File: src/rtl/tile_scheduler_if.sv
// Tile command channel: valid/ready handshake plus the tile payload (start indices, extents, psum flags).
interface tile_scheduler_if;
    logic        tile_valid_o;
    logic        tile_ready_i;
    logic [6:0]  r_idx_o;
    logic [10:0] k_idx_o;
    logic [10:0] d_idx_o;
    logic [6:0]  cur_R_o;
    logic [6:0]  cur_K_o;
    logic [6:0]  cur_D_o;
    logic        first_d_o;
    logic        last_d_o;

    modport master (
        output tile_valid_o, r_idx_o, k_idx_o, d_idx_o,
        output cur_R_o, cur_K_o, cur_D_o, first_d_o, last_d_o,
        input  tile_ready_i
    );

    modport slave (
        input  tile_valid_o, r_idx_o, k_idx_o, d_idx_o,
        input  cur_R_o, cur_K_o, cur_D_o, first_d_o, last_d_o,
        output tile_ready_i
    );
endinterface

File: src/rtl/tile_scheduler.sv
// Walks the r/k/d tile loops of one layer and issues one tile command per handshake.
// Define TILE_SCHED_PERF_EN to add the accepted-tile and stall-cycle counters.
module tile_scheduler #(
    parameter int TILE_R_MAX = 64,
    parameter int CNT_W      = 32
) (
    input  logic             clk,
    input  logic             rst_n,
    input  logic             start_i,
    input  logic             abort_i,
    input  logic [1:0]       layer_type_i,
    input  logic [10:0]      in_D_i,
    input  logic [10:0]      out_K_i,
    input  logic [6:0]       out_R_i,
    input  logic [6:0]       tile_D_i,
    input  logic [6:0]       tile_K_i,
    input  logic [31:0]      tile_n_i,
    tile_scheduler_if.master tile,
    output logic             busy_o,
    output logic             done_o
`ifdef TILE_SCHED_PERF_EN
    ,
    output logic [CNT_W-1:0] tile_cnt_o,
    output logic [CNT_W-1:0] stall_cnt_o
`endif
);

    localparam logic [1:0] LT_DW = 2'd1;

    if (TILE_R_MAX < 1 || CNT_W < 1) begin : g_param_check
        $error("tile_scheduler: TILE_R_MAX and CNT_W must be positive");
    end

    typedef enum logic [1:0] {IDLE, LOAD, ISSUE, DONE} state_t;

    typedef struct packed {
        logic        dw;
        logic [10:0] in_d;
        logic [10:0] out_k;
        logic [6:0]  out_r;
        logic [6:0]  tile_d;
        logic [6:0]  tile_k;
        logic [6:0]  rows;
    } cfg_t;

    state_t      state_q;
    cfg_t        cfg_live, cfg_q, cfg;
    logic [6:0]  rows_live;
    logic        cfg_zero;
    logic [10:0] d_q;
    logic [6:0]  r_n;
    logic [10:0] k_n, d_n;
    logic [7:0]  r_sum;
    logic [11:0] k_sum, d_sum, d_end;
    logic [6:0]  r_left;
    logic [10:0] k_left, d_left;
    logic [6:0]  cur_r_n, cur_k_n, cur_d_n;
    logic        r_wrap, k_wrap, d_wrap, last_tile, hs, load_go, step_go;

    // NOTE: every always_comb output gets a default first so no path can infer a latch.
    always_comb begin
        rows_live = out_R_i;
        if ({25'd0, rows_live} > 32'(TILE_R_MAX)) rows_live = 7'(TILE_R_MAX);
        if ({25'd0, rows_live} > tile_n_i)        rows_live = tile_n_i[6:0];

        cfg_live.dw     = (layer_type_i == LT_DW);
        cfg_live.in_d   = in_D_i;
        cfg_live.out_k  = out_K_i;
        cfg_live.out_r  = out_R_i;
        cfg_live.tile_d = tile_D_i;
        cfg_live.tile_k = tile_K_i;
        cfg_live.rows   = rows_live;

        cfg_zero = (in_D_i == '0) || (out_K_i == '0) || (out_R_i == '0) ||
                   (tile_D_i == '0) || (tile_K_i == '0) || (rows_live == '0);
    end

    // The LOAD cycle builds tile 0 straight from the inputs being latched.
    always_comb begin
        cfg = (state_q == LOAD) ? cfg_live : cfg_q;
        hs  = tile.tile_valid_o && tile.tile_ready_i;

        // 12-bit sums: idx + step can exceed the 11-bit totals and must not wrap.
        r_sum  = {1'b0, tile.r_idx_o} + {1'b0, cfg.rows};
        k_sum  = {1'b0, tile.k_idx_o} + {5'd0, cfg.tile_k};
        d_sum  = {1'b0, d_q} + {5'd0, cfg.tile_d};
        r_wrap = (r_sum >= {1'b0, cfg.out_r});
        k_wrap = (k_sum >= {1'b0, cfg.out_k});
        d_wrap = cfg.dw || (d_sum >= {1'b0, cfg.in_d});
        last_tile = r_wrap && k_wrap && d_wrap;

        r_n = tile.r_idx_o;
        k_n = tile.k_idx_o;
        d_n = d_q;
        if (state_q == LOAD) begin
            r_n = '0;
            k_n = '0;
            d_n = '0;
        end else if (!d_wrap) begin
            d_n = d_sum[10:0];
        end else begin
            d_n = '0;
            if (!k_wrap) begin
                k_n = k_sum[10:0];
            end else begin
                k_n = '0;
                r_n = r_sum[6:0];
            end
        end

        r_left  = cfg.out_r - r_n;
        k_left  = cfg.out_k - k_n;
        d_left  = cfg.in_d - d_n;
        cur_r_n = (cfg.rows < r_left) ? cfg.rows : r_left;
        cur_k_n = ({4'd0, cfg.tile_k} < k_left) ? cfg.tile_k : k_left[6:0];
        cur_d_n = cfg.dw ? cur_k_n :
                  (({4'd0, cfg.tile_d} < d_left) ? cfg.tile_d : d_left[6:0]);
        d_end   = {1'b0, d_n} + {5'd0, cur_d_n};

        load_go = (state_q == LOAD)  && !abort_i && !cfg_zero;
        step_go = (state_q == ISSUE) && !abort_i && hs && !last_tile;
    end

    // NOTE: sequential state uses non-blocking assignments so every flop samples pre-edge values.
    always_ff @(posedge clk or negedge rst_n) begin
        if (!rst_n) begin
            state_q           <= IDLE;
            cfg_q             <= '0;
            tile.tile_valid_o <= 1'b0;
            busy_o            <= 1'b0;
            done_o            <= 1'b0;
        end else begin
            done_o <= 1'b0;
            unique case (state_q)
                IDLE: begin
                    if (start_i) begin
                        state_q <= LOAD;
                        busy_o  <= 1'b1;
                    end
                end
                LOAD: begin
                    cfg_q <= cfg_live;
                    if (abort_i) begin
                        state_q <= IDLE;
                        busy_o  <= 1'b0;
                    end else if (cfg_zero) begin
                        state_q <= DONE;
                        done_o  <= 1'b1;
                    end else begin
                        state_q           <= ISSUE;
                        tile.tile_valid_o <= 1'b1;
                    end
                end
                ISSUE: begin
                    if (abort_i) begin
                        state_q           <= IDLE;
                        busy_o            <= 1'b0;
                        tile.tile_valid_o <= 1'b0;
                    end else if (hs && last_tile) begin
                        state_q           <= DONE;
                        tile.tile_valid_o <= 1'b0;
                        done_o            <= 1'b1;
                    end
                end
                DONE: begin
                    state_q <= IDLE;
                    busy_o  <= 1'b0;
                end
                default: begin
                    state_q <= IDLE;
                    busy_o  <= 1'b0;
                end
            endcase
        end
    end

    // The registered payload doubles as the r/k loop state; d keeps its own index for DW.
    always_ff @(posedge clk or negedge rst_n) begin
        if (!rst_n) begin
            d_q            <= '0;
            tile.r_idx_o   <= '0;
            tile.k_idx_o   <= '0;
            tile.d_idx_o   <= '0;
            tile.cur_R_o   <= '0;
            tile.cur_K_o   <= '0;
            tile.cur_D_o   <= '0;
            tile.first_d_o <= 1'b0;
            tile.last_d_o  <= 1'b0;
        end else if (load_go || step_go) begin
            d_q            <= d_n;
            tile.r_idx_o   <= r_n;
            tile.k_idx_o   <= k_n;
            tile.d_idx_o   <= cfg.dw ? k_n : d_n;
            tile.cur_R_o   <= cur_r_n;
            tile.cur_K_o   <= cur_k_n;
            tile.cur_D_o   <= cur_d_n;
            tile.first_d_o <= cfg.dw || (d_n == '0);
            tile.last_d_o  <= cfg.dw || (d_end == {1'b0, cfg.in_d});
        end
    end

`ifdef TILE_SCHED_PERF_EN
    always_ff @(posedge clk or negedge rst_n) begin
        if (!rst_n) begin
            tile_cnt_o  <= '0;
            stall_cnt_o <= '0;
        end else if (state_q == IDLE && start_i) begin
            tile_cnt_o  <= '0;
            stall_cnt_o <= '0;
        end else begin
            if (hs && !abort_i && tile_cnt_o != '1)
                tile_cnt_o <= tile_cnt_o + CNT_W'(1);
            if (tile.tile_valid_o && !tile.tile_ready_i && stall_cnt_o != '1)
                stall_cnt_o <= stall_cnt_o + CNT_W'(1);
        end
    end
`endif

endmodule

File: src/flat_wrapper.sv
// flat-port wrapper written by rule: the top's interface ports become plain ports
module tile_scheduler_flat 
#(
    parameter int TILE_R_MAX = 64,
    parameter int CNT_W      = 32
)
  (clk, rst_n, start_i, abort_i, layer_type_i, in_D_i, out_K_i, out_R_i, tile_D_i, tile_K_i, tile_n_i, busy_o, done_o, tile_tile_valid_o, tile_r_idx_o, tile_k_idx_o, tile_d_idx_o, tile_cur_R_o, tile_cur_K_o, tile_cur_D_o, tile_first_d_o, tile_last_d_o, tile_tile_ready_i);
  tile_scheduler_if tile_i ();
  input  logic clk;
  input  logic rst_n;
  input  logic start_i;
  input  logic abort_i;
  input  logic [1:0] layer_type_i;
  input  logic [10:0] in_D_i;
  input  logic [10:0] out_K_i;
  input  logic [6:0] out_R_i;
  input  logic [6:0] tile_D_i;
  input  logic [6:0] tile_K_i;
  input  logic [31:0] tile_n_i;
  output logic busy_o;
  output logic done_o;
  output wire logic [$bits(tile_i.tile_valid_o)-1:0] tile_tile_valid_o;
  output wire logic [$bits(tile_i.r_idx_o)-1:0] tile_r_idx_o;
  output wire logic [$bits(tile_i.k_idx_o)-1:0] tile_k_idx_o;
  output wire logic [$bits(tile_i.d_idx_o)-1:0] tile_d_idx_o;
  output wire logic [$bits(tile_i.cur_R_o)-1:0] tile_cur_R_o;
  output wire logic [$bits(tile_i.cur_K_o)-1:0] tile_cur_K_o;
  output wire logic [$bits(tile_i.cur_D_o)-1:0] tile_cur_D_o;
  output wire logic [$bits(tile_i.first_d_o)-1:0] tile_first_d_o;
  output wire logic [$bits(tile_i.last_d_o)-1:0] tile_last_d_o;
  input wire logic [$bits(tile_i.tile_ready_i)-1:0] tile_tile_ready_i;
  assign tile_tile_valid_o = tile_i.tile_valid_o;
  assign tile_r_idx_o = tile_i.r_idx_o;
  assign tile_k_idx_o = tile_i.k_idx_o;
  assign tile_d_idx_o = tile_i.d_idx_o;
  assign tile_cur_R_o = tile_i.cur_R_o;
  assign tile_cur_K_o = tile_i.cur_K_o;
  assign tile_cur_D_o = tile_i.cur_D_o;
  assign tile_first_d_o = tile_i.first_d_o;
  assign tile_last_d_o = tile_i.last_d_o;
  assign tile_i.tile_ready_i = tile_tile_ready_i;
  tile_scheduler #(.TILE_R_MAX(TILE_R_MAX), .CNT_W(CNT_W)) u_core (.clk(clk), .rst_n(rst_n), .start_i(start_i), .abort_i(abort_i), .layer_type_i(layer_type_i), .in_D_i(in_D_i), .out_K_i(out_K_i), .out_R_i(out_R_i), .tile_D_i(tile_D_i), .tile_K_i(tile_K_i), .tile_n_i(tile_n_i), .tile(tile_i), .busy_o(busy_o), .done_o(done_o));
endmodule
File: config.mk
export PLATFORM = sky130hd
export DESIGN_NAME = tile_scheduler_flat
export DESIGN_NICKNAME = d
export VERILOG_FILES = /design/src/rtl/tile_scheduler_if.sv /design/src/rtl/tile_scheduler.sv /design/src/flat_wrapper.sv
export SDC_FILE = /design/constraint.sdc
export NUM_CORES = 1
export LEC_CHECK = 0
export ABC_AREA = 1
export CAP_MARGIN = 20
export CORE_MARGIN = 2
export CORE_UTILIZATION = 40
export DETAILED_ROUTE_END_ITERATION = 8
export DONT_BUFFER_PORTS = 1
export GPL_ROUTABILITY_DRIVEN = 0
export GPL_TIMING_DRIVEN = 0
export PLACE_DENSITY = 0.53
export SLEW_MARGIN = 40
export SYNTH_ARGS = -nofsm -noshare
export SYNTH_HDL_FRONTEND = slang
export SYNTH_SLANG_ARGS = --single-unit
File: constraint.sdc
create_clock -name clk -period 8.15 [get_ports clk]
set_clock_uncertainty 0.15 [all_clocks]
set_input_delay 1.63 -clock clk [delete_from_list [all_inputs] [get_ports clk]]
set_output_delay 1.63 -clock clk [all_outputs]
set_load 0.01 [all_outputs]
* Word-level counts from Yosys, hierarchy flattened *
Index checks and enable logic that the tools add are counted.

storage, ports and cells
  bits in registers = 119
  input bits = 82
  output and inout port bits = 55

operators by class
  add/sub/neg operators = 7
  magnitude comparators = 8
  eq/ne operators = 10
  muxes and demuxes = 35
  reductions and logical operators = 34

operator list
  cell                                                  count
  two-way mux 11 bit                                    6
  two-way mux 7 bit                                     9
  two-way mux 51 bit                                    1
  adder 11 x 7 -> 12 bit                                3
  zero test 11 bit                                      3
  greater-than comparator 7 x 32 -> 1 bit               1
  zero test 7 bit                                       4
  >= comparator 12 x 11 -> 1 bit                        2
  less-than comparator 7 x 11 -> 1 bit                  2
  subtractor 11 bit                                     2
  equality test 12 x 11 -> 1 bit                        1
  two-way mux 1 bit                                     11
  logical AND 1 bit                                     9
  logical OR 1 bit                                      9
  adder 7 x 7 -> 8 bit                                  1
  >= comparator 8 x 7 -> 1 bit                          1
  two-way mux 2 bit                                     4
  case mux 2 bit (4 select lines)                       1
  greater-than comparator 7 bit, second input constant  1
  less-than comparator 7 bit                            1
  subtractor 7 bit                                      1
  inequality test 2 bit, second input constant          3
  equality test 2 x 1 -> 1 bit, second input constant   2
  equality test 2 bit, second input constant            2
  other kinds (10)                                      14

* Longest topological paths before layout *
Gate-level depths: netlist of the first run.

  depth in word-level cells = 17
  mapped depth = 64
  mapped depth without buffers = 61

* Worst setup path before layout of the first run *
Ideal clock, no wire load.

  path kind = input to register
  start = input port tile_D_i[0]
  end = register u_core.tile.last_d_o
  library setup time = 0.077 ns
  data arrival time = 8.525 ns
  setup slack = -0.602 ns
  cell stages on the path = 48
  cell sequence = nand2_1 > o21a_1 > inv_1 > ha_1 > fa_1 > nand3_1 > nand2_1 > a211oi_1 > nor2_1 > xor2_1 > ha_1 > nand2_1 > or2_2 > nand2_1 > inv_1 > nor2_1 > nor2_4 > nand3_4 > (+12 left out) > nor2_1 > nand3_4 > nand2_1 > nand3_1 > and2_1 > ha_1 > fa_1 > nand3_1 > nand2_1 > a21oi_1 > o21ai_0 > xor2_1 > xor2_1 > nor2_1 > nand3_1 > nor2_1 > nand2_1 > a21oi_1

RTL lines
  item                  RTL line                 text
  start, declared       flat_wrapper.sv:17       input logic [6:0] tile_D_i;
  end signal, assigned  tile_scheduler.sv:198    tile.last_d_o <= cfg.dw || (d_end == {1'b0, cfg.in_d});
  end, declared         tile_scheduler_if.sv:16  output cur_R_o, cur_K_o, cur_D_o, first_d_o, last_d_o,

==> reports/results.txt, run 1 <==
outcome -> finished, violations left
violated checks -> setup timing
Core ar. -> 25000 um^2
TritonCTS Sinks -> 119
YS warnings -> 0
vias per std cell -> 5.26
HP Class -> reg2reg
Commonest cells post-synth -> nand2_1, inv_1, dfrtp_1
Final Hold Vio Count -> 0
share of cells above drive strength 1 -> 0.267
final worst-path cycle share -> 1.04
die area -> 26600 um^2
Final WS setup -> -0.302 ns
RSZ-0062 raised after global routing -> yes
Ports -> 137
Die X-Extent -> 163 um
Setup CP Type -> in2reg
# setup viols final -> 2
Post-route DRC -> 0
Fmax -> 0.118 GHz
top_reg_cell synth -> dfrtp_1
WP data arrival -> 8.66 ns
Initial Utilization -> 0.404
DP HPWL -> 25400 um
clk slew on worst S/H paths -> 0.06 ns
top-area cell type share of the netlist area -> 0.294
CP Capture Type -> flop
leading area contributor after synthesis -> dfrtp_1
most frequent cell after synthesis -> nand2_1
antenna cells -> 0
top post-synthesis cells by area -> dfrtp_1, ha_1, nand2_1, inv_1, nand3_1
Vias -> 9613
Antenna Violating Nets Remaining -> 0
crit start category -> input port
Post-synth EDFFs -> 0
Clk Latency, worst-skew pair -> 0.43 ns
worst-margin pin slew -> 0.772 ns
fin cells -> 1826
synthesized area per cell -> 7.49 um^2
Buf/Inv on CP -> 9
Async S/R FF share, synth -> 1.00
Layout area overhead -> 30.2%
drt pass-1 iters -> 5
height of the die -> 163 um
Overall Global Routing Usage -> 0.263
Final min period -> 8.45 ns
Yosys cell types -> 54
Mapped Nets -> 1552
grt ovf -> 0
Iter 0 DRT Violations -> 634
Largest stage delay, worst path -> 0.54 ns
WL final -> 35000 um
Slew Limit Headroom -> 0.480
vias in the first global route -> 9396
total CTS buffers -> 17
Hold-fix buffers, CTS -> 0
Syn Inst Count -> 1351
dpl ws -> -2.45 ns
max cap viols -> 0
CP max stage cell -> fa_2
largest net degree at the start of global routing -> 120
CP dominant cell by count -> nand2_1
maximum root-to-sink buffer count -> 2
Root Buffer -> clkbuf_16
port buffer count -> 0
placed cells -> 1681
first-pass GRT wire length -> 52500 um
# nets final -> 1684
final setup TNS -> -0.444 ns
post-synthesis register bit count -> 119
initial antenna violation count -> 0
sequential-to-total area share from yosys stat -> 0.294
# rows -> 58
Worst Path Max Fanout -> 6
htree depth -> 4
mapped cell area -> 10100 um^2
critical path required time -> 8.36 ns
critical path's top delay family -> simple AND/OR/NAND/NOR gates
CTS tree -> done
average wire per standard cell -> 19.1 um
Slew Limit Fails -> 0
-- cell usage in the layout (no fill, tap or decap), types with 11 or more instances in the layout --
master     Yosys  final
nand2_2       12     40
inv_1        200    189
a21oi_1       74     60
a21oi_2        2     14
o21ai_1       25     27
nand3_4        4     12
nor4_1        15     14
nand3_2       13     18
nand2_4        5     21
inv_2          2     11
o21a_1        16     16
nand3_1       86     73
nor2_1        62     54
dfrtp_1      119    119
xor2_1        43     33
ha_1         112     86
clkbuf_16      0     19
or2_2         14     13
nand4_1       23     23
o21ai_0       76     65
o21ai_2       11     17
nand2_1      324    280
ha_4           0     24
buf_4          7    113
-- sequential cells by signal (all words and copies together), names as in the netlist --
signal,flops
u_core.state_q,2
u_core.tile.r_idx_o,7
u_core.busy_o,1
u_core.tile.cur_D_o,7
u_core.done_o,1
u_core.tile.tile_valid_o,1
u_core.tile.first_d_o,1
u_core.tile.last_d_o,1
u_core.d_q,11
u_core.tile.k_idx_o,11
u_core.tile.d_idx_o,11
u_core.tile.cur_K_o,7
u_core.cfg_q,51
u_core.tile.cur_R_o,7
-- final timing paths --
check,start,endpoint,slack (ns),cells after the start
worst max-delay path,tile_D_i[0],u_core.tile.last_d_o,-0.30,51
worst max register to register,u_core.state_q[1],u_core.tile.last_d_o,-0.24,56
worst min-delay path,u_core.d_q[2],u_core.d_q[2],0.39,2
worst min register to register,u_core.d_q[2],u_core.d_q[2],0.39,2
min in group asynchronous,rst_n,u_core.cfg_q[25],0.75,0
max in group asynchronous,rst_n,u_core.tile.d_idx_o[8],6.93,0
-- repair_timing --
action,in CTS,in global routing
pin swaps,66,92
setup buffers,74,38
gates resized for setup,144,85
gates cloned,0,1
endpoints found under the setup margin,22,2
hold endpoints to repair,0,0
-- kinds of logic after synthesis --
logic type,count (synthesis),synth area share
compound gates,231,0.130
flops,119,0.294
fa+ha+maj,119,0.152
simple gates,595,0.278
xor+xnor,53,0.0472
buf+inv,234,0.0986
-- worst min-delay path, stage by stage, from the launching register on --
cell     delay [ns]
dfrtp_1        0.39
nand2_1        0.07
nand2_1        0.05
-- area by class of cell --
type / count / area [um^2]
timing repair buffer: 113 / 897
clock inverter: 13 / 170
multi-input combinational: 998 / 7130
tap: 330 / 413
fill: 2374 / 11900
sequential: 119 / 2980
inverter: 204 / 781
clock buffer: 19 / 443
buffer: 30 / 364
-- routing by layer --
metal	GRT usage	vias up	wire length, um
met4	0.0973	0	1150
li1	-	4693	-
met1	0.339	4602	15300
met2	0.427	258	16100
met3	0.0632	60	2380
met5	0	-	0
-- stage by stage --
stage / hold WS (ns) / cell area [um^2] / utilization
global route: 0.401 / 13200 / 0.526
finish: 0.386 / 13200 / 0.526
detailed placement: 0.328 / 10600 / 0.423
floorplan: 0.298 / 10200 / -
CTS: 0.377 / 12500 / 0.498
global placement: 0.328 / 10600 / 0.422
Power of run 1 is not shown: default switching activity piles up to over one toggle a cycle in this logic, so the estimate is an artifact.
==> run 2: changes to the inputs <==
TNS_END_PERCENT = 50   (was unset)
==> run 2 against run 1 <==
- the flow still finishes with violations (setup timing)
- critical path depth stayed put
- worst setup slack hardly changed
- sequential share of layout area stayed put
- count of clock-buffer cells in the layout stayed put
- register-to-register slack hardly changed
- first-iteration DRC count stayed put
- hold slack hardly changed
- routed wire length hardly changed
- sequential cell count stayed put
- fmax hardly changed
- highest routed layer unchanged
==> reports/results.txt, run 2 (same netlist as run 1, synthesis figures left out) <==
Iter 0 DRT Violations -> 634 (unchanged)
Final min period -> 8.45 ns (about the same)
Fmax -> 0.118 GHz (about the same)
Slew Limit Headroom -> 0.480 (about the same)
die area -> 26600 um^2 (unchanged)
Core ar. -> 25000 um^2 (unchanged)
TritonCTS Sinks -> 119 (unchanged)
vias per std cell -> 5.26 (about the same)
total CTS buffers -> 17 (unchanged)
Overall Global Routing Usage -> 0.263 (unchanged)
violated checks -> setup timing (unchanged)
max reg flops -> 51 (unchanged)
height of the die -> 163 um (unchanged)
CTS tree -> done (unchanged)
Antenna Violating Nets Remaining -> 0 (unchanged)
Reg2Reg Depth -> 56 (unchanged)
critical path required time -> 8.36 ns (about the same)
Initial Utilization -> 0.404 (unchanged)
post-route core utilization -> 0.526 (unchanged)
crit start category -> input port (unchanged)
most common cell after layout, fill and taps aside -> nand2_1 (unchanged)
Ports -> 137 (unchanged)
initial antenna violation count -> 0 (unchanged)
Setup CP Type -> in2reg (unchanged)
# rows -> 58 (unchanged)
outcome -> finished, violations left (unchanged)
most frequent cells in the layout -> nand2_1, inv_1, dfrtp_1 (unchanged)
share of cells above drive strength 1 -> 0.267 (unchanged)
Worst Path Max Fanout -> 6 (unchanged)
clk slew on worst S/H paths -> 0.06 ns (about the same)
CP Depth -> 51 (unchanged)
Clk Latency, worst-skew pair -> 0.43 ns (about the same)
Largest Register -> u_core.cfg_q (unchanged)
hold depth -> 2 (unchanged)
worst-margin pin slew -> 0.772 ns (about the same)
Layout area overhead -> 30.2% (unchanged)
Final Hold Vio Count -> 0 (unchanged)
Post-route DRC -> 0 (unchanged)
CP dominant cell by count -> nand2_1 (unchanged)
htree depth -> 4 (unchanged)
final worst-path cycle share -> 1.04 (about the same)
WL final -> 35000 um (about the same)
max cap viols -> 0 (unchanged)
WP data arrival -> 8.66 ns (about the same)
Largest stage delay, worst path -> 0.54 ns (about the same)
RSZ-0062 raised after global routing -> yes (unchanged)
final setup TNS -> -0.443 ns (was -0.444 ns)
Die X-Extent -> 163 um (unchanged)
maximum root-to-sink buffer count -> 2 (unchanged)
Vias -> 9609 (was 9613)
Final WS setup -> -0.302 ns (about the same)
Slew Limit Fails -> 0 (unchanged)
port buffer count -> 0 (unchanged)
drt pass-1 iters -> 5 (unchanged)
first-pass GRT wire length -> 52500 um (unchanged)
CP Capture Type -> flop (unchanged)
# nets final -> 1684 (unchanged)
hold slack -> 0.386 ns (about the same)
largest net degree at the start of global routing -> 120 (unchanged)
# setup viols final -> 2 (unchanged)
DP HPWL -> 25400 um (unchanged)
CP max stage cell -> fa_2 (unchanged)
antenna cells -> 0 (unchanged)
vias in the first global route -> 9396 (unchanged)
average wire per standard cell -> 19.2 um (was 19.1 um)
critical path's top delay family -> simple AND/OR/NAND/NOR gates (unchanged)
grt ovf -> 0 (unchanged)
HP Class -> reg2reg (unchanged)
Root Buffer -> clkbuf_16 (unchanged)
Buf/Inv on CP -> 9 (unchanged)
## run 2: worst min-delay path: stages (launching register included)
cell and delay, ns:
dfrtp_1 0.39, nand2_1 0.07, nand2_1 0.05
## run 2: per-stage QoR
step / area, um^2 / std cells / setup slack [ns]
after global routing: 13200 / 1826 / -0.645
after global placement: 10600 / 1681 / -2.42
after detailed placement: 10600 / 1681 / -2.45
final: 13200 / 1826 / -0.302
after floorplan: 10200 / 1351 / -0.145
after CTS: 12500 / 1787 / -0.196
## run 2: path summary, 6_finish.rpt
path,from,to,slack [ns]
max reg2reg,u_core.state_q[1],u_core.tile.last_d_o,-0.24
min,u_core.d_q[2],u_core.d_q[2],0.39
max in group asynchronous,rst_n,u_core.tile.d_idx_o[8],6.92
max,tile_D_i[0],u_core.tile.last_d_o,-0.30
min reg2reg,u_core.d_q[2],u_core.d_q[2],0.39
min in group asynchronous,rst_n,u_core.cfg_q[25],0.75
## run 2: area by class of cell
cell class	count	area, um^2
sequential	119	2980
timing repair buffer	113	897
multi-input combinational	998	7130
clock inverter	13	170
fill	2374	11900
inverter	204	781
buffer	30	364
tap	330	413
clock buffer	19	443
## run 2: what timing repair did
item / CTS / global route
setup endpoints to repair: 22 / 2
gates cloned: 0 / 1
gates resized for setup: 144 / 85
buffers inserted: 74 / 38
hold buffers: 0 / 0
pin swaps: 66 / 92
hold endpoints to repair: 0 / 0
## run 2: routing by layer
| metal | GRT usage | share of wire |
|---|---|---|
| met3 | 0.0632 | 0.067 |
| met4 | 0.0973 | 0.033 |
| met5 | 0 | 0 |
| met2 | 0.427 | 0.46 |
| met1 | 0.339 | 0.44 |
Power of run 2 is left out for the same reason.
==> RTL change 1, RTL diff (settings of run 1) <==
`TILE_R_MAX` is set to 64 in 2 places; all go to 48.
--- a/src/rtl/tile_scheduler.sv
+++ b/src/rtl/tile_scheduler.sv
@@ -1,7 +1,7 @@
 // Walks the r/k/d tile loops of one layer and issues one tile command per handshake.
 // Define TILE_SCHED_PERF_EN to add the accepted-tile and stall-cycle counters.
 module tile_scheduler #(
-    parameter int TILE_R_MAX = 64,
+    parameter int TILE_R_MAX = 48,
     parameter int CNT_W      = 32
 ) (
     input  logic             clk,
--- a/src/flat_wrapper.sv
+++ b/src/flat_wrapper.sv
@@ -1,7 +1,7 @@
 // flat-port wrapper written by rule: the top's interface ports become plain ports
 module tile_scheduler_flat 
 #(
-    parameter int TILE_R_MAX = 64,
+    parameter int TILE_R_MAX = 48,
     parameter int CNT_W      = 32
 )
   (clk, rst_n, start_i, abort_i, layer_type_i, in_D_i, out_K_i, out_R_i, tile_D_i, tile_K_i, tile_n_i, busy_o, done_o, tile_tile_valid_o, tile_r_idx_o, tile_k_idx_o, tile_d_idx_o, tile_cur_R_o, tile_cur_K_o, tile_cur_D_o, tile_first_d_o, tile_last_d_o, tile_tile_ready_i);
Behaviour: not the same (a bounded check fails within 4 cycles, from zero or initial values and one cycle with rst_n low).
==> RTL change 1 against run 1 <==
The run still ends with negative setup slack left. Register-to-register slack got worse by 0.06 ns. Via count increased by 1.9%. Sequential cell count did not move. Non-clock buffer count fell by 12. Synthesized area decreased by 0.12%. Cell count rose by 1.5%. Routed wire length hardly changed. Design area down 2.0%. Die area shrank 0.12%. Global-route usage up 0.21 points. Setup slack worse by 0.018 ns.
Power is not shown: default switching activity piles up to over one toggle a cycle in this logic, so the estimate is an artifact.
==> RTL change 1: results (changes against run 1) <==
DR iter-0 viols=679 (+7.1%); Mapped Nets=1,595 (+2.8%); PnR worst setup slack=-0.320 ns (-0.0184 ns); global-route wire length before repair=53.3 mm (+1.6%); Synth Area in Adders=15.3% (+0.019 points); DRT Pass-1 Iters=5 (unchanged); HPWL after DPL=25.8 mm (+1.5%); Post-synth top cells=358 x nand2_1, 204 x inv_1, 119 x dfrtp_1; failing checks=negative setup slack; largest net degree at the start of global routing=120 (unchanged); initial antenna violation count=0 (unchanged); Total GRT Usage=26.5% (+0.21 points); Worst-Margin Slew=0.788 ns (+0.0160 ns); drt total wl=35.0 mm (about the same); vias in the first global route=9,500 (+1.1%); Synth Area in Compound Gates=12.7% (-0.29 points); post-synthesis mux area share=0% (unchanged); Via density=5.28 (+0.37%); Min-Delay Path Class=reg2reg; dpl cell area=10,700 um^2 (+1.5%); WP data arrival=8.67 ns (about the same); synth top area cells=dfrtp_1 29%, ha_1 14%, nand2_1 13%; final setup fails=1 (-1); post-synthesis cell type count=50 (-7.4%); Post-CTS Setup Inserts=74 (unchanged); status=finished, violations left; Worst-Skew Late Latency=0.42 ns; sequential element share of the synthesized area=29.5% (+0.036 points); share of post-route cells with drive strength above 1=23.7% (-3.1 points); XOR/XNOR share of the synthesized area=4.51% (-0.22 points); Post-layout nets=1,712 (+1.7%); crit path max fanout=8 (+2); dpl ws=-2.31 ns (+0.136 ns); Max stage delay on crit path=0.38 ns (-0.16 ns); total CTS buffers=17 (unchanged); cts repair resizes=114 (-21%); setup TNS=-0.320 ns (+0.124 ns)
RTL change 1: cell type report:
type                            instances  area, um^2
Sequential cell                       119        2980
Buffer                                 32         380
Multi-Input combinational cell       1032        7000
Clock inverter                         13         123
Clock buffer                           19         453
Inverter                              210         798
Fill cell                            2453       12000
Timing Repair Buffer                   99         767
Tap cell                              330         413
RTL change 1: final timing paths:
kind	startpoint	to	slack [ns]	depth (start not counted)
max	tile_K_i[0]	u_core.tile.last_d_o$_DFFE_PN0P_	-0.32	56
min	u_core.cfg_q[2]$_DFF_PN0_	u_core.cfg_q[2]$_DFF_PN0_	0.38	2
max reg2reg	u_core.state_q[1]$_DFFE_PN0P_	u_core.tile.last_d_o$_DFFE_PN0P_	-0.30	52
min reg2reg	u_core.cfg_q[2]$_DFF_PN0_	u_core.cfg_q[2]$_DFF_PN0_	0.38	2
max in group asynchronous	rst_n	u_core.cfg_q[17]$_DFF_PN0_	6.89	0
min in group asynchronous	rst_n	u_core.tile.r_idx_o[3]$_DFFE_PN0P_	0.75	0
RTL change 1: critical path, delay by kind of cell:
family / cells / cell delay (ns)
adder cells (fa/ha/maj): 4 / 1.04
AND/OR/NAND/NOR: 20 / 2.02
AO/OA/AOI/OAI: 7 / 0.97
buffers and inverters: 25 / 2.98
RTL change 1: layer usage:
metal / vias up / track usage [%] / share of wire [%]
li1: 4800 / - / -
met2: 264 / 43.9 / 47
met3: 60 / 5.45 / 5.6
met5: - / 0 / 0
met4: 0 / 9.29 / 2.8
met1: 4673 / 34.2 / 45
RTL change 1: per-stage QoR:
step,std cells,utilization (%)
after global routing,1854,51.7
after detailed placement,1724,43.0
final,1854,51.7
after floorplan,1394,-
after CTS,1830,49.7
after global placement,1724,43.0
==> RTL change 2, RTL diff (config.mk and constraints of run 1) <==
Made on the original files. Encoding of `state_t`: now one-hot (4 bits for 4 states).
--- a/src/rtl/tile_scheduler.sv
+++ b/src/rtl/tile_scheduler.sv
@@ -31,7 +31,7 @@
         $error("tile_scheduler: TILE_R_MAX and CNT_W must be positive");
     end
 
-    typedef enum logic [1:0] {IDLE, LOAD, ISSUE, DONE} state_t;
+    typedef enum logic [3:0] {IDLE = 4'b0001, LOAD = 4'b0010, ISSUE = 4'b0100, DONE = 4'b1000} state_t;
 
     typedef struct packed {
         logic        dw;
Function: no difference found for any inputs over 4 cycles, from zero or initial values and one cycle with rst_n low; so few cycles prove little.
==> RTL change 2 against run 1 <==
The flow still finishes with violations (negative setup slack). Synthesized area down 2.8%. Design area shrank 3.7%. Critical path depth did not move. Setup slack improved by 0.064 ns. Sequential cell count rose by 2. Routed wire length is 4.1% lower. Sequential share of layout area rose by 1.3 points. Critical path type unchanged.
Power is not shown: default switching activity piles up to over one toggle a cycle in this logic, so the estimate is an artifact.
==> RTL change 2: results (changes against run 1) <==
status=finished, violations left; failing checks=negative setup slack; Synth async-reset ratio=100% (unchanged); Worst Hold Path Cells=1 (-1); Max stage delay on crit path=0.44 ns (-0.10 ns); Via density=5.29 (+0.45%); vias in the first global route=9,278 (-1.3%); synth warn=0 (unchanged); Hold Path Sink=u_core.d_q[10]$_DFFE_PN0P_; Setup CP Type=in2reg; R2R Setup Slk=-0.19 ns (+0.05 ns); total CTS buffers=17 (unchanged); hold_sp=u_core.d_q[10]$_DFFE_PN0P_; Most flops, register=u_core.cfg_q; Crit path max-delay family=simple AND/OR/NAND/NOR gates; Routed WL per cell=19.1 um (-0.42%); # diodes=0 (unchanged); share of post-route cells with drive strength above 1=24.2% (-2.6 points); Clock Path Buffers=2 (unchanged); sequential element share of the synthesized area=30.8% (+1.4 points); dpl ws=-2.49 ns (-0.0431 ns); post-synthesis cell type count=54 (unchanged); post-synthesis mux area share=0% (unchanged); crit path max fanout=6 (unchanged); initial antenna violation count=0 (unchanged); Crit. Startpoint=tile_D_i[1]; Crit-path slowest cell=fa_2; WP data arrival=8.60 ns (-0.06 ns); RR Startpoint=u_core.state_q[3]$_DFFE_PN0P_; R2R depth=56 (unchanged); Post-synth top cells=309 x nand2_1, 178 x inv_1, 120 x dfrtp_1; Mean Syn Cell Area=7.48 um^2 (-0.11%); Mapped Nets=1,513 (-2.5%); final setup fails=2 (unchanged); XOR/XNOR share of the synthesized area=5.08% (+0.35 points); Total GRT Usage=26.2% (about the same); DRT Pass-1 Iters=5 (unchanged); dpl cell area=10,400 um^2 (-1.3%); Buffers on Ports=0 (unchanged); worst hold slack=0.349 ns (-0.0380 ns); fin cells=1,759 (-3.7%); global-route wire length before repair=51.9 mm (-1.1%); clock transition at the registers of the reported paths=0.06 ns (about the same); CTS H-tree lvls=4 (unchanged); synth top area cells=dfrtp_1 31%, ha_1 14%, nand2_1 12%; setup TNS=-0.365 ns (+0.0788 ns); RR Endpoint=u_core.tile.last_d_o$_DFFE_PN0P_; placed cells=1,639 (-2.5%); root buffer cell=clkbuf_16; Slew HR=40.2% (-7.9 points); DR iter-0 viols=701 (+11%); PnR worst setup slack=-0.238 ns (+0.0641 ns); Synth Area in Compound Gates=12.8% (-0.16 points); Synth Area in Adders=15.3% (+0.053 points); largest net degree at the start of global routing=122 (+1.7%); Worst-Skew Late Latency=0.43 ns (about the same); HPWL after DPL=24.7 mm (-3.0%); Final Hold Vio Count=0 (unchanged); Largest register FFs=51 (unchanged)
[RTL change 2: what timing repair did]
item | 4_1_cts | 5_1_grt
setup endpoints to repair | 22 | 9
resized for setup | 131 | 69
pin swaps | 66 | 60
buffers inserted | 76 | 16
[RTL change 2: area by class of cell]
class                      instances  area (um^2)
fill                            2296        11600
clock inverter                    12          186
sequential                       121         3030
multi-input combinational        979         6880
tap                              324          405
buffer                            28          290
clock buffer                      20          467
inverter                         185          717
timing repair buffer              90          707
[RTL change 2: kinds of logic after synthesis]
group                    count (synthesis)
AO/OA/AOI/OAI                          226
buffers and inverters                  215
AND/OR/NAND/NOR                        580
adder cells (fa/ha/maj)                116
flip-flops                             121
XOR/XNOR                                57
[RTL change 2: per-layer routing]
| metal | up-vias | global-route usage (%) | wire length (um) |
|---|---|---|---|
| met3 | 37 | 5.66 | 2230 |
| met4 | 0 | 7.14 | 543 |
| li1 | 4546 | - | - |
| met5 | - | 0 | 0 |
| met2 | 287 | 42.6 | 15500 |
| met1 | 4432 | 35.5 | 15300 |
